<file path="src/rtl/sisc_exec_ctrl_if.sv">
// sisc_exec_ctrl_if: instruction/operand bus between the SISC datapath and its execution core.
// Carries the held instruction word, register read data and PC+1 in, and the ALU result,
// branch target, status flags and all datapath control strobes out. No clock or reset inside.
interface sisc_exec_ctrl_if;
    // Datapath -> core
    logic [31:0] ir;          // instruction word, stable FETCH..WB
    logic [31:0] rsa;         // register read data for rs
    logic [31:0] rsb;         // register read data for rt
    logic [15:0] pc_inc;      // current PC + 1

    // Core -> datapath
    logic [31:0] alu_result;  // combinational ALU result
    logic [15:0] br_addr;     // branch target
    logic [3:0]  stat;        // status register {C,N,V,Z}
    logic        rf_we;       // register-file write enable
    logic        wb_sel;      // 1 = memory data, 0 = ALU data to write-back
    logic        rd_sel;      // 1 = rt, 0 = rd as destination
    logic        mm_sel;      // 1 = imm, 0 = alu_result[15:0] as memory address
    logic        dm_we;       // data-memory write enable
    logic        br_sel;      // 1 = relative target, 0 = absolute
    logic        pc_sel;      // 1 = load br_addr, 0 = load pc_inc
    logic        pc_write;    // PC load enable
    logic        pc_rst;      // PC clear
    logic        halted;      // core is in HALT

    // Datapath / environment side
    modport master (
        output ir, rsa, rsb, pc_inc,
        input  alu_result, br_addr, stat, rf_we, wb_sel, rd_sel, mm_sel,
               dm_we, br_sel, pc_sel, pc_write, pc_rst, halted
    );

    // Execution-core side
    modport slave (
        input  ir, rsa, rsb, pc_inc,
        output alu_result, br_addr, stat, rf_we, wb_sel, rd_sel, mm_sel,
               dm_we, br_sel, pc_sel, pc_write, pc_rst, halted
    );
endinterface

</file>
<file path="src/rtl/sisc_exec_ctrl.sv">
// sisc_exec_ctrl: SISC execution core - 5-cycle sequencing FSM, 32-bit ALU with {C,N,V,Z} status, branch-target adder.
// Latency: one instruction per 5 cycles (FETCH..WB) after a 2-cycle START; alu_result/br_addr are combinational.
// Backpressure: none - the FSM free-runs; HALT is held until rst_f. Ports: clk, rst_f (async, active-high), bus (slave).
// Optional feature macro SISC_SHIFT_EN: when defined funct 6/7 shift left/right logically by rsb[4:0];
// when undefined they pass rsa like funct 8-F and no shifter is built.
module sisc_exec_ctrl (
    input  logic               clk,
    input  logic               rst_f,
    sisc_exec_ctrl_if.slave    bus
);

    // ------------------------------------------------------------------
    // Opcode / function encodings
    // ------------------------------------------------------------------
    localparam logic [3:0] OP_NOP  = 4'h0;
    localparam logic [3:0] OP_ALU  = 4'h1;
    localparam logic [3:0] OP_ADDI = 4'h2;
    localparam logic [3:0] OP_LOD  = 4'h3;
    localparam logic [3:0] OP_STR  = 4'h4;
    localparam logic [3:0] OP_BRA  = 4'h5;
    localparam logic [3:0] OP_BRR  = 4'h6;
    localparam logic [3:0] OP_BNE  = 4'h7;
    localparam logic [3:0] OP_BNR  = 4'h8;
    localparam logic [3:0] OP_HLT  = 4'hF;

    localparam logic [3:0] FN_ADD  = 4'h0;
    localparam logic [3:0] FN_SUB  = 4'h1;
    localparam logic [3:0] FN_AND  = 4'h2;
    localparam logic [3:0] FN_OR   = 4'h3;
    localparam logic [3:0] FN_XOR  = 4'h4;
    localparam logic [3:0] FN_NOT  = 4'h5;
`ifdef SISC_SHIFT_EN
    localparam logic [3:0] FN_SHL  = 4'h6;
    localparam logic [3:0] FN_SHR  = 4'h7;
`endif

    typedef enum logic [2:0] {
        S_START0 = 3'd0,
        S_START1 = 3'd1,
        S_FETCH  = 3'd2,
        S_DECODE = 3'd3,
        S_EXEC   = 3'd4,
        S_MEM    = 3'd5,
        S_WB     = 3'd6,
        S_HALT   = 3'd7
    } state_t;

    // ------------------------------------------------------------------
    // Instruction field decode
    // ------------------------------------------------------------------
    logic [3:0]  opcode;
    logic [3:0]  mm;
    logic [15:0] imm;
    logic [3:0]  funct;
    logic [31:0] imm_sext;

    assign opcode   = bus.ir[31:28];
    assign mm       = bus.ir[27:24];
    assign imm      = bus.ir[15:0];
    assign funct    = bus.ir[3:0];
    assign imm_sext = {{16{imm[15]}}, imm};

    // rs/rt/rd select register-file ports outside this block.
    logic unused_reg_fields;
    assign unused_reg_fields = ^bus.ir[23:16];

    logic is_mem_op;    // LOD or STR
    logic is_imm_add;   // opcodes whose ALU op is forced to rsa + sext(imm)
    logic upd_stat;     // opcodes that load the status register
    logic writes_rf;
    logic br_sel_dec;

    assign is_mem_op  = (opcode == OP_LOD) || (opcode == OP_STR);
    assign is_imm_add = (opcode == OP_ADDI) || is_mem_op;
    assign upd_stat   = (opcode == OP_ALU) || (opcode == OP_ADDI);
    assign writes_rf  = (opcode == OP_ALU) || (opcode == OP_ADDI) || (opcode == OP_LOD);
    assign br_sel_dec = (opcode == OP_BRR) || (opcode == OP_BNR);

    // ------------------------------------------------------------------
    // ALU
    // ------------------------------------------------------------------
    logic [3:0]  alu_fn;
    logic [31:0] op_b;
    logic [31:0] add_b;
    logic [32:0] sum33;
    logic [31:0] res;
    logic        flag_c;
    logic        flag_v;
    logic [3:0]  stat_d;

    always_comb begin
        alu_fn = funct;
        op_b   = bus.rsb;
        if (is_imm_add) begin
            alu_fn = FN_ADD;
            op_b   = imm_sext;
        end

        // Subtract shares the adder: rsa + ~rsb + 1, so C is "no borrow".
        add_b = (alu_fn == FN_SUB) ? ~op_b : op_b;
        sum33 = {1'b0, bus.rsa} + {1'b0, add_b} + {32'd0, (alu_fn == FN_SUB)};

        res    = bus.rsa;
        flag_c = 1'b0;
        flag_v = 1'b0;
        case (alu_fn)
            FN_ADD, FN_SUB: begin
                res    = sum33[31:0];
                flag_c = sum33[32];
                // Overflow: both adder inputs share a sign that the sum lacks.
                flag_v = (bus.rsa[31] == add_b[31]) && (sum33[31] != bus.rsa[31]);
            end
            FN_AND: res = bus.rsa & op_b;
            FN_OR:  res = bus.rsa | op_b;
            FN_XOR: res = bus.rsa ^ op_b;
            FN_NOT: res = ~bus.rsa;
`ifdef SISC_SHIFT_EN
            FN_SHL: res = bus.rsa << bus.rsb[4:0];
            FN_SHR: res = bus.rsa >> bus.rsb[4:0];
`endif
            default: res = bus.rsa;
        endcase

        stat_d = {flag_c, res[31], flag_v, (res == 32'd0)};
    end

    assign bus.alu_result = res;

    // ------------------------------------------------------------------
    // Branch target and decision
    // ------------------------------------------------------------------
    assign bus.br_addr = br_sel_dec ? (bus.pc_inc + imm) : imm;

    logic [3:0] stat_q;
    logic       cond_hit;
    logic       br_taken;

    // Evaluated in MEM, where stat_q already holds this instruction's EXEC update,
    // so the registered WB strobe sees the same flags as WB would.
    assign cond_hit = |(mm & stat_q);

    always_comb begin
        br_taken = 1'b0;
        case (opcode)
            OP_BRA, OP_BRR: br_taken = cond_hit;
            OP_BNE, OP_BNR: br_taken = ~cond_hit;
            default:        br_taken = 1'b0;
        endcase
    end

    // ------------------------------------------------------------------
    // Sequencing FSM with registered strobes
    // ------------------------------------------------------------------
    state_t state_q;
    logic   rf_we_q;
    logic   wb_sel_q;
    logic   rd_sel_q;
    logic   mm_sel_q;
    logic   dm_we_q;
    logic   br_sel_q;
    logic   pc_sel_q;
    logic   pc_write_q;
    logic   pc_rst_q;
    logic   halted_q;

    // Each strobe is computed on the transition into the state that owns it,
    // so outputs are glitch-free flops and reset kills any in-flight write.
    always_ff @(posedge clk or posedge rst_f) begin
        if (rst_f) begin
            state_q    <= S_START0;
            stat_q     <= 4'd0;
            rf_we_q    <= 1'b0;
            wb_sel_q   <= 1'b0;
            rd_sel_q   <= 1'b0;
            mm_sel_q   <= 1'b0;
            dm_we_q    <= 1'b0;
            br_sel_q   <= 1'b0;
            pc_sel_q   <= 1'b0;
            pc_write_q <= 1'b0;
            pc_rst_q   <= 1'b1;
            halted_q   <= 1'b0;
        end else begin
            rf_we_q    <= 1'b0;
            wb_sel_q   <= 1'b0;
            rd_sel_q   <= 1'b0;
            mm_sel_q   <= 1'b0;
            dm_we_q    <= 1'b0;
            br_sel_q   <= 1'b0;
            pc_sel_q   <= 1'b0;
            pc_write_q <= 1'b0;
            pc_rst_q   <= 1'b0;
            halted_q   <= 1'b0;

            case (state_q)
                S_START0: begin
                    state_q  <= S_START1;
                    pc_rst_q <= 1'b1;
                end
                S_START1: state_q <= S_FETCH;
                S_FETCH:  state_q <= S_DECODE;
                S_DECODE: begin
                    if (opcode == OP_HLT) begin
                        state_q  <= S_HALT;
                        halted_q <= 1'b1;
                    end else begin
                        state_q  <= S_EXEC;
                    end
                end
                S_EXEC: begin
                    state_q <= S_MEM;
                    if (upd_stat) begin
                        stat_q <= stat_d;
                    end
                    dm_we_q  <= (opcode == OP_STR);
                    mm_sel_q <= is_mem_op & mm[0];
                end
                S_MEM: begin
                    state_q    <= S_WB;
                    pc_write_q <= 1'b1;
                    pc_sel_q   <= br_taken;
                    br_sel_q   <= br_sel_dec;
                    rf_we_q    <= writes_rf;
                    rd_sel_q   <= (opcode == OP_ADDI) || (opcode == OP_LOD);
                    wb_sel_q   <= (opcode == OP_LOD);
                    // Load keeps the address mux steady while memory data is written back.
                    mm_sel_q   <= (opcode == OP_LOD) & mm[0];
                end
                S_WB: state_q <= S_FETCH;
                S_HALT: begin
                    state_q  <= S_HALT;
                    halted_q <= 1'b1;
                end
                default: begin
                    state_q  <= S_START0;
                    pc_rst_q <= 1'b1;
                end
            endcase
        end
    end

    assign bus.stat     = stat_q;
    assign bus.rf_we    = rf_we_q;
    assign bus.wb_sel   = wb_sel_q;
    assign bus.rd_sel   = rd_sel_q;
    assign bus.mm_sel   = mm_sel_q;
    assign bus.dm_we    = dm_we_q;
    assign bus.br_sel   = br_sel_q;
    assign bus.pc_sel   = pc_sel_q;
    assign bus.pc_write = pc_write_q;
    assign bus.pc_rst   = pc_rst_q;
    assign bus.halted   = halted_q;

    logic unused_nop;
    assign unused_nop = (OP_NOP == 4'h0);

endmodule

</file>
<file path="src/flat_wrapper.sv">
// flat-port wrapper written by rule: the top's interface ports become plain ports
module sisc_exec_ctrl_flat 
  (clk, rst_f, bus_ir, bus_rsa, bus_rsb, bus_pc_inc, bus_alu_result, bus_br_addr, bus_stat, bus_rf_we, bus_wb_sel, bus_rd_sel, bus_mm_sel, bus_dm_we, bus_br_sel, bus_pc_sel, bus_pc_write, bus_pc_rst, bus_halted);
  sisc_exec_ctrl_if bus_i ();
  input  logic clk;
  input  logic rst_f;
  input wire logic [$bits(bus_i.ir)-1:0] bus_ir;
  input wire logic [$bits(bus_i.rsa)-1:0] bus_rsa;
  input wire logic [$bits(bus_i.rsb)-1:0] bus_rsb;
  input wire logic [$bits(bus_i.pc_inc)-1:0] bus_pc_inc;
  output wire logic [$bits(bus_i.alu_result)-1:0] bus_alu_result;
  output wire logic [$bits(bus_i.br_addr)-1:0] bus_br_addr;
  output wire logic [$bits(bus_i.stat)-1:0] bus_stat;
  output wire logic [$bits(bus_i.rf_we)-1:0] bus_rf_we;
  output wire logic [$bits(bus_i.wb_sel)-1:0] bus_wb_sel;
  output wire logic [$bits(bus_i.rd_sel)-1:0] bus_rd_sel;
  output wire logic [$bits(bus_i.mm_sel)-1:0] bus_mm_sel;
  output wire logic [$bits(bus_i.dm_we)-1:0] bus_dm_we;
  output wire logic [$bits(bus_i.br_sel)-1:0] bus_br_sel;
  output wire logic [$bits(bus_i.pc_sel)-1:0] bus_pc_sel;
  output wire logic [$bits(bus_i.pc_write)-1:0] bus_pc_write;
  output wire logic [$bits(bus_i.pc_rst)-1:0] bus_pc_rst;
  output wire logic [$bits(bus_i.halted)-1:0] bus_halted;
  assign bus_i.ir = bus_ir;
  assign bus_i.rsa = bus_rsa;
  assign bus_i.rsb = bus_rsb;
  assign bus_i.pc_inc = bus_pc_inc;
  assign bus_alu_result = bus_i.alu_result;
  assign bus_br_addr = bus_i.br_addr;
  assign bus_stat = bus_i.stat;
  assign bus_rf_we = bus_i.rf_we;
  assign bus_wb_sel = bus_i.wb_sel;
  assign bus_rd_sel = bus_i.rd_sel;
  assign bus_mm_sel = bus_i.mm_sel;
  assign bus_dm_we = bus_i.dm_we;
  assign bus_br_sel = bus_i.br_sel;
  assign bus_pc_sel = bus_i.pc_sel;
  assign bus_pc_write = bus_i.pc_write;
  assign bus_pc_rst = bus_i.pc_rst;
  assign bus_halted = bus_i.halted;
  sisc_exec_ctrl u_core (.clk(clk), .rst_f(rst_f), .bus(bus_i));
endmodule
</file>
<file path="config.mk">
export PLATFORM = sky130hd
export DESIGN_NAME = sisc_exec_ctrl_flat
export DESIGN_NICKNAME = d
export VERILOG_FILES = /design/src/rtl/sisc_exec_ctrl_if.sv /design/src/rtl/sisc_exec_ctrl.sv /design/src/flat_wrapper.sv
export SDC_FILE = /design/constraint.sdc
export NUM_CORES = 1
export LEC_CHECK = 0
export BUFFER_PORTS_ARGS = -buffer_cell sky130_fd_sc_hd__buf_2
export CAP_MARGIN = 15
export CORE_MARGIN = 2
export CORE_UTILIZATION = 40
export CTS_BUF_LIST = sky130_fd_sc_hd__clkbuf_16
export DETAILED_ROUTE_END_ITERATION = 8
export PLACE_DENSITY_LB_ADDON = 0.12
export SKIP_CTS_REPAIR_TIMING = 1
export SLEW_MARGIN = 20
export SYNTH_ARGS = -nofsm -noshare
export SYNTH_HDL_FRONTEND = slang
export SYNTH_SLANG_ARGS = --single-unit
export TNS_END_PERCENT = 100
</file>
<file path="constraint.sdc">
create_clock -name clk -period 20.8 [get_ports clk]
set_clock_uncertainty 0.05 [all_clocks]
set_input_delay 4.16 -clock clk [delete_from_list [all_inputs] [get_ports clk]]
set_output_delay 4.16 -clock clk [all_outputs]
set_load 0.01 [all_outputs]
</file>
* Yosys cells after proc, flatten, opt, wreduce, memory -nomap -nowiden
Index checks and enable logic that the tools add are counted.
** Cells by class
- Shift-type cells :: 0
- $add $sub $neg :: 3
- $lt $le $gt $ge :: 0
- Multiply operators :: 0
- Reduce and logical (&&, ||, !) cells :: 16
- Eq/ne operators :: 23
- Multiplexer cells :: 21
- Div/mod/pow operators :: 0
- Bitwise logic cells :: 9
** Operator list (number)
- one-hot mux 32 bit (5 select lines) :: 1
- two-way mux 32 bit :: 2
- NOT 32 bit :: 2
- adder 32 x 32 -> 33 bit :: 1
- adder 33 x 1 -> 33 bit :: 1
- bitwise AND 32 bit :: 1
- logical NOT 32 bit :: 1
- bitwise OR 32 bit :: 1
- XOR 32 bit :: 1
- == test 4 x 3 -> 1 bit, second input constant :: 6
- one-hot mux 3 bit (7 select lines) :: 1
- adder 16 bit :: 1
- == test 4 x 2 -> 1 bit, second input constant :: 4
- two-way mux 16 bit :: 1
- == test 3 bit, second input constant :: 4
- two-way mux 1 bit :: 11
- == test 4 x 1 -> 1 bit, second input constant :: 2
- == test 4 bit, second input constant :: 2
- OR reduction 2 bit :: 4
- == test 3 x 2 -> 1 bit, second input constant :: 2
- logical OR 1 bit :: 6
- one-hot mux 1 bit (2 select lines) :: 3
- bitwise AND 4 bit :: 1
- logical NOT 4 bit :: 1
- 11 further kinds :: 12
** Storage, ports and cells
- Bits of input ports :: 114
- ROM bits :: 0
- Memory bits (writable) :: 0
- Bits in registers :: 17
- Output and inout port bits :: 62
- Logic and storage cells :: 84
- Memories :: 0
- Latch bits :: 0

* Depth between registers and ports, before layout
- Depth in word-level cells :: 11
- Depth in mapped cells :: 22
- Depth with buffers taken out :: 18

* Least setup slack after synthesis
No wires, ideal clock.
- Kind :: input to output
- From :: in bus_ir[29]
- To :: out bus_alu_result[31]
- Data required time :: 16590 ps
- Stages on the path :: 20
- Data arrival time :: 8884 ps
- Path slack :: 7706 ps
- Buffers on the path :: 5
- Cells stage by stage :: clkbuf_1 -> nor3b_1 -> nor2_1 -> clkbuf_1 -> buf_1 -> clkbuf_1 -> mux2i_1 -> xnor2_1 -> ha_1 -> a21oi_1 -> a32oi_1 -> nand3_1 -> a31oi_1 -> o21ai_0 -> o311a_1 -> o21ai_0 -> a21oi_1 -> and4b_1 -> o32a_1 -> buf_4
** On the way
- Cells in the longest elaborated chain, start to end :: 9
- Elaborated cells between the ends (all ways) :: 22
- Classes of those cells :: add/sub: 2; eq/ne: 8; mux: 4; bitwise: 4; reduce/logical: 4
** RTL lines
- start, declared :: line flat_wrapper.sv:7 : input wire logic [$bits(bus_i.ir)-1:0] bus_ir;
- == test 4 x 2 -> 1 bit / == test 4 x 3 -> 1 bit (equally long branches) :: line sisc_exec_ctrl.sv:73 : assign is_mem_op = (opcode == OP_LOD) || (opcode == OP_STR);
- logical OR 1 bit :: line sisc_exec_ctrl.sv:73
- logical OR 1 bit * :: line sisc_exec_ctrl.sv:74 : assign is_imm_add = (opcode == OP_ADDI) || is_mem_op;
- two-way mux 4 bit / two-way mux 32 bit (equally long branches) :: line sisc_exec_ctrl.sv:94 : if (is_imm_add) begin
- == test 4 x 1 -> 1 bit / NOT 32 bit (equally long branches) :: line sisc_exec_ctrl.sv:100, sisc_exec_ctrl.sv:101, sisc_exec_ctrl.sv:106
- two-way mux 32 bit :: line sisc_exec_ctrl.sv:100 : add_b = (alu_fn == FN_SUB) ? ~op_b : op_b;
- adder 32 x 32 -> 33 bit :: line sisc_exec_ctrl.sv:101 : sum33 = {1'b0, bus.rsa} + {1'b0, add_b} + {32'd0, (alu_fn == FN_SUB)};
- adder 33 x 1 -> 33 bit :: line sisc_exec_ctrl.sv:101
- one-hot mux 32 bit (5 select lines) * :: line sisc_exec_ctrl.sv:106 : case (alu_fn)
- end, declared :: line flat_wrapper.sv:11 : output wire logic [$bits(bus_i.alu_result)-1:0] bus_alu_result;
Every way passes the cells marked *; elsewhere a longest branch is shown, timed or not.

* Worst setup path in the final report
- From :: in bus_ir[30]
- To :: out bus_alu_result[31]
Same word-level chain as after synthesis.

==> flow_metrics.env <==
export IMPL_outcome="finished, final reports clean"
export IMPL_dieArea_sq_um=17600
export IMPL_syn_num_nets=1177
export IMPL_yosysTopAreaCell="ha_1"
export IMPL_fin_nets=1306
export IMPL_clk_pin_slew_worst_paths_ns=0.05
export IMPL_cp_cell_sequence="buf_2 -> nor4b_2 -> nor2_4 -> buf_4 -> mux2i_1 -> xnor2_1 -> ha_1 -> a21oi_1 -> a32oi_1 -> nand3_1 -> a31oi_1 -> o21ai_0 -> o311a_1 -> o21ai_0 -> a21oi_1 -> and4b_1 -> o32a_1 -> buf_2"
export IMPL_drt_iter0_markers=584
export IMPL_antenna_found_initial=0
export IMPL_initial_utilization_pct=40.5
export IMPL_power_frac_seq_pct=14.2
export IMPL_fill_cells=1734
export IMPL_area_growth_pct=15.8
export IMPL_finalCritPeriodShare_pct=66.3
export IMPL_routed_wl_met3_microns=1450
export IMPL_worst_pin_slew_ns=1.10
export IMPL_timing_fmax_ghz=0.0726
export IMPL_synth_distinct_cells=78
export IMPL_grt_pass1_wl_microns=35300
export IMPL_grt_pass1_vias=6777
export IMPL_cp_slowest_stage_delay_ns=0.65
export IMPL_netlist_top_cells_area="ha_1, a21oi_1, o21ai_0"
export IMPL_synth_seq_cells=17
export IMPL_holdWs_ns=0.447
export IMPL_syn_inst=949
export IMPL_endpoint_kind="output port"
export IMPL_antenna_left=0
export IMPL_ios=176
export IMPL_setup_viol=0
export IMPL_fp_row_count=47
export IMPL_synth_edf_count=0
export IMPL_p_leak_uw=0.00379
export IMPL_synth_top_area_share_pct=21.1
export IMPL_period_needed_ns=13.78
export IMPL_die_h_microns=133
export IMPL_fin_tns_setup_ns=0
export IMPL_num_vias=7484
export IMPL_coreArea_sq_um=16400
export IMPL_clkPwrFrac_pct=11.5
export IMPL_wl_met1_microns=10400
export IMPL_cts_tree="yes"
export IMPL_cts_path_max_buffers=2
export IMPL_swShare_pct=49.8
export IMPL_required_ns=16.59
export IMPL_fin_ws_ns=7.02
export IMPL_finalHoldViolations=0
export IMPL_synthArstFlopShare_pct=100
export IMPL_remaining_drc_errors=0
export IMPL_yosysWarnings=0
export IMPL_place_congestion=0.929
export IMPL_grt_overflow_total=0
export IMPL_dr_max_layer_used="met4"
export IMPL_fin_area_sq_um=7690
export IMPL_path_max_fanout=25
export IMPL_startpoint_type="primary input"
export IMPL_critPathSlowestCell="a32oi_1"
export IMPL_hpwl_microns=17500
export IMPL_cts_buffers=3
export IMPL_syn_area_per_cell_sq_um=7.00
export IMPL_num_antenna_cells=0
export IMPL_drive_above_1_share_pct=18.8
export IMPL_wirelength_microns=22400
export IMPL_vias_per_cell=5.77
export IMPL_internal_power_uw=166
export IMPL_hp_class="flop to flop"
export IMPL_finalMaxSlewViolations=0
export IMPL_dpl_cell_area_sq_um=7610
export IMPL_powerDensity_nw_per_um2=42.8
export IMPL_drv_cap=0
export IMPL_dr_wl_met2_microns=10400
export IMPL_dr_pass1_iters=6
export IMPL_ff2ff_setup_slack_ns=16.71
export IMPL_grt_setup_unrepaired="false"
export IMPL_grt_start_max_net_pins=54
export IMPL_dpl_worst_slack_ns=7.07
export IMPL_synth_main_ff_cell="dfrtp_1"
export IMPL_cts_sinks=17
export IMPL_clk_insertion_delay_late_ns=0.24
export IMPL_syn_cell_area_sq_um=6640
export IMPL_arrival_ns=9.57
export IMPL_p_sw_uw=164
export IMPL_fp_dieW_microns=133
export IMPL_io_buffers=167
export IMPL_root_buffer="clkbuf_16"
export IMPL_relSlewSlack_pct=26.3
export IMPL_peakVddDrop_v=0.0000335
export IMPL_h_tree_depth=1
export IMPL_ys_seq_area_share_pct=6.43
export IMPL_worstSetupPathType="primary input to output port"
export IMPL_grtUsageTotal_pct=24.2
export IMPL_wl_per_cell_microns=17.2
export IMPL_p_comb_share_pct=74.3
==> placed cells by master (no fill, tap or decap), types with 4 or more instances in the layout <==
cell type  instances
buf_2            167
ha_1             112
inv_1             94
a21oi_1           88
o21ai_0           82
nand2_1           76
nor2_1            56
xnor2_1           45
o22ai_1           24
nand3_1           19
mux2i_1           17
dfrtp_1           16
a31oi_1           14
nor2b_1           13
xor2_1            13
nor3_1            12
a22oi_1           12
nand2b_1          11
and3_1            11
a221oi_1          11
o31ai_1           11
nand4_1           10
a21o_1            10
a211oi_1           8
or3_1              8
or2_2              7
o211ai_1           7
a32oi_1            7
o21a_1             6
nor4_1             6
buf_4              6
or4_1              5
o21bai_1           5
a221o_1            5
and2_1             4
nor3b_1            4
==> metrics by stage <==
step	power, uW	util, %	instances
after floorplan	215	-	949
after global placement	289	46.4	1293
after detailed placement	289	46.4	1293
after CTS	329	46.9	1297
after global routing	361	46.9	1297
final	330	46.9	1297
==> per-layer routing <==
layer	vias up	global-route usage [%]
li1	3745	-
met2	271	41.9
met3	12	1.88
met4	0	2.99
met5	-	0
met1	3456	33.7
==> critical path: cells and delay by family <==
family / cells / cell delay, ns
compound gates: 8 / 2.54
xor+xnor: 1 / 0.11
fa+ha+maj: 1 / 0.42
buf+inv: 3 / 0.79
mux: 1 / 0.40
simple gates: 4 / 1.14
==> worst paths after layout <==
check                                  startpoint                 end  cells after the start
worst max-delay path                   bus_ir[30]  bus_alu_result[31]                     18
worst min-delay path            u_core.state_q[1]   u_core.bus.pc_rst                      1
worst max register to register  u_core.state_q[1]  u_core.bus.stat[0]                     11
worst min register to register  u_core.state_q[1]   u_core.bus.pc_rst                      1
max in group asynchronous                   rst_f   u_core.bus.mm_sel                      2
min in group asynchronous                   rst_f   u_core.state_q[0]                      2
==> synth_stat cells, drive strengths merged, types with 6 or more instances <==
cell type	n
nor3	12
clkbuf	42
nor2	58
nor2b	13
o21ai	82
or3	8
a31oi	14
ha	112
o22ai	24
o211ai	7
nand3	19
buf	7
o31ai	12
and3	11
a221oi	11
inv	95
nand4	10
or2	7
nor4	7
dfrtp	16
nand2	76
mux2i	17
a32oi	7
xor2	13
nand2b	11
a21o	10
a211oi	8
a21oi	88
a22oi	12
o21a	6
xnor2	45
==> flip-flops by register name (all words and copies together), names as in the netlist, named ones only <==
register	count
u_core.bus.pc_rst	1
u_core.bus.rf_we	1
u_core.bus.br_sel	1
u_core.bus.dm_we	1
u_core.bus.wb_sel	1
u_core.bus.rd_sel	1
u_core.bus.halted	1
u_core.state_q	2
u_core.bus.mm_sel	1
u_core.bus.pc_sel	1
u_core.bus.pc_write	1
u_core.bus.stat	4
==> cell type report <==
type	count	area [sq um]	share of cell area, %
multi-input combinational	788	5670	73.7
sequential	17	427	5.55
clock buffer	3	75.1	0.976
timing repair buffer	173	881	11.5
tap	220	275	3.58
inverter	95	357	4.64
clock inverter	1	7.51	0.0976
==> kinds of logic after synthesis <==
family / Yosys count / synth area share, %
fa+ha+maj: 114 / 21.7
xor+xnor: 58 / 7.65
compound gates: 331 / 32.1
flops: 17 / 6.43
simple gates: 265 / 20.6
buf+inv: 144 / 8.44
mux: 20 / 3.07
==> power groups by stage <==
stage / Clock (uW) / Combinational, uW / Sequential, uW
3_5_place_dp: 0 / 242 / 47.1
4_1_cts: 38.8 / 243 / 46.6
5_1_grt: 40.9 / 272 / 47.9
6_report: 38.0 / 245 / 46.7
3_3_place_gp: 0 / 241 / 47.5
2_1_floorplan: 0 / 167 / 48.1
Note: power is estimated with default switching activity, not from simulation.
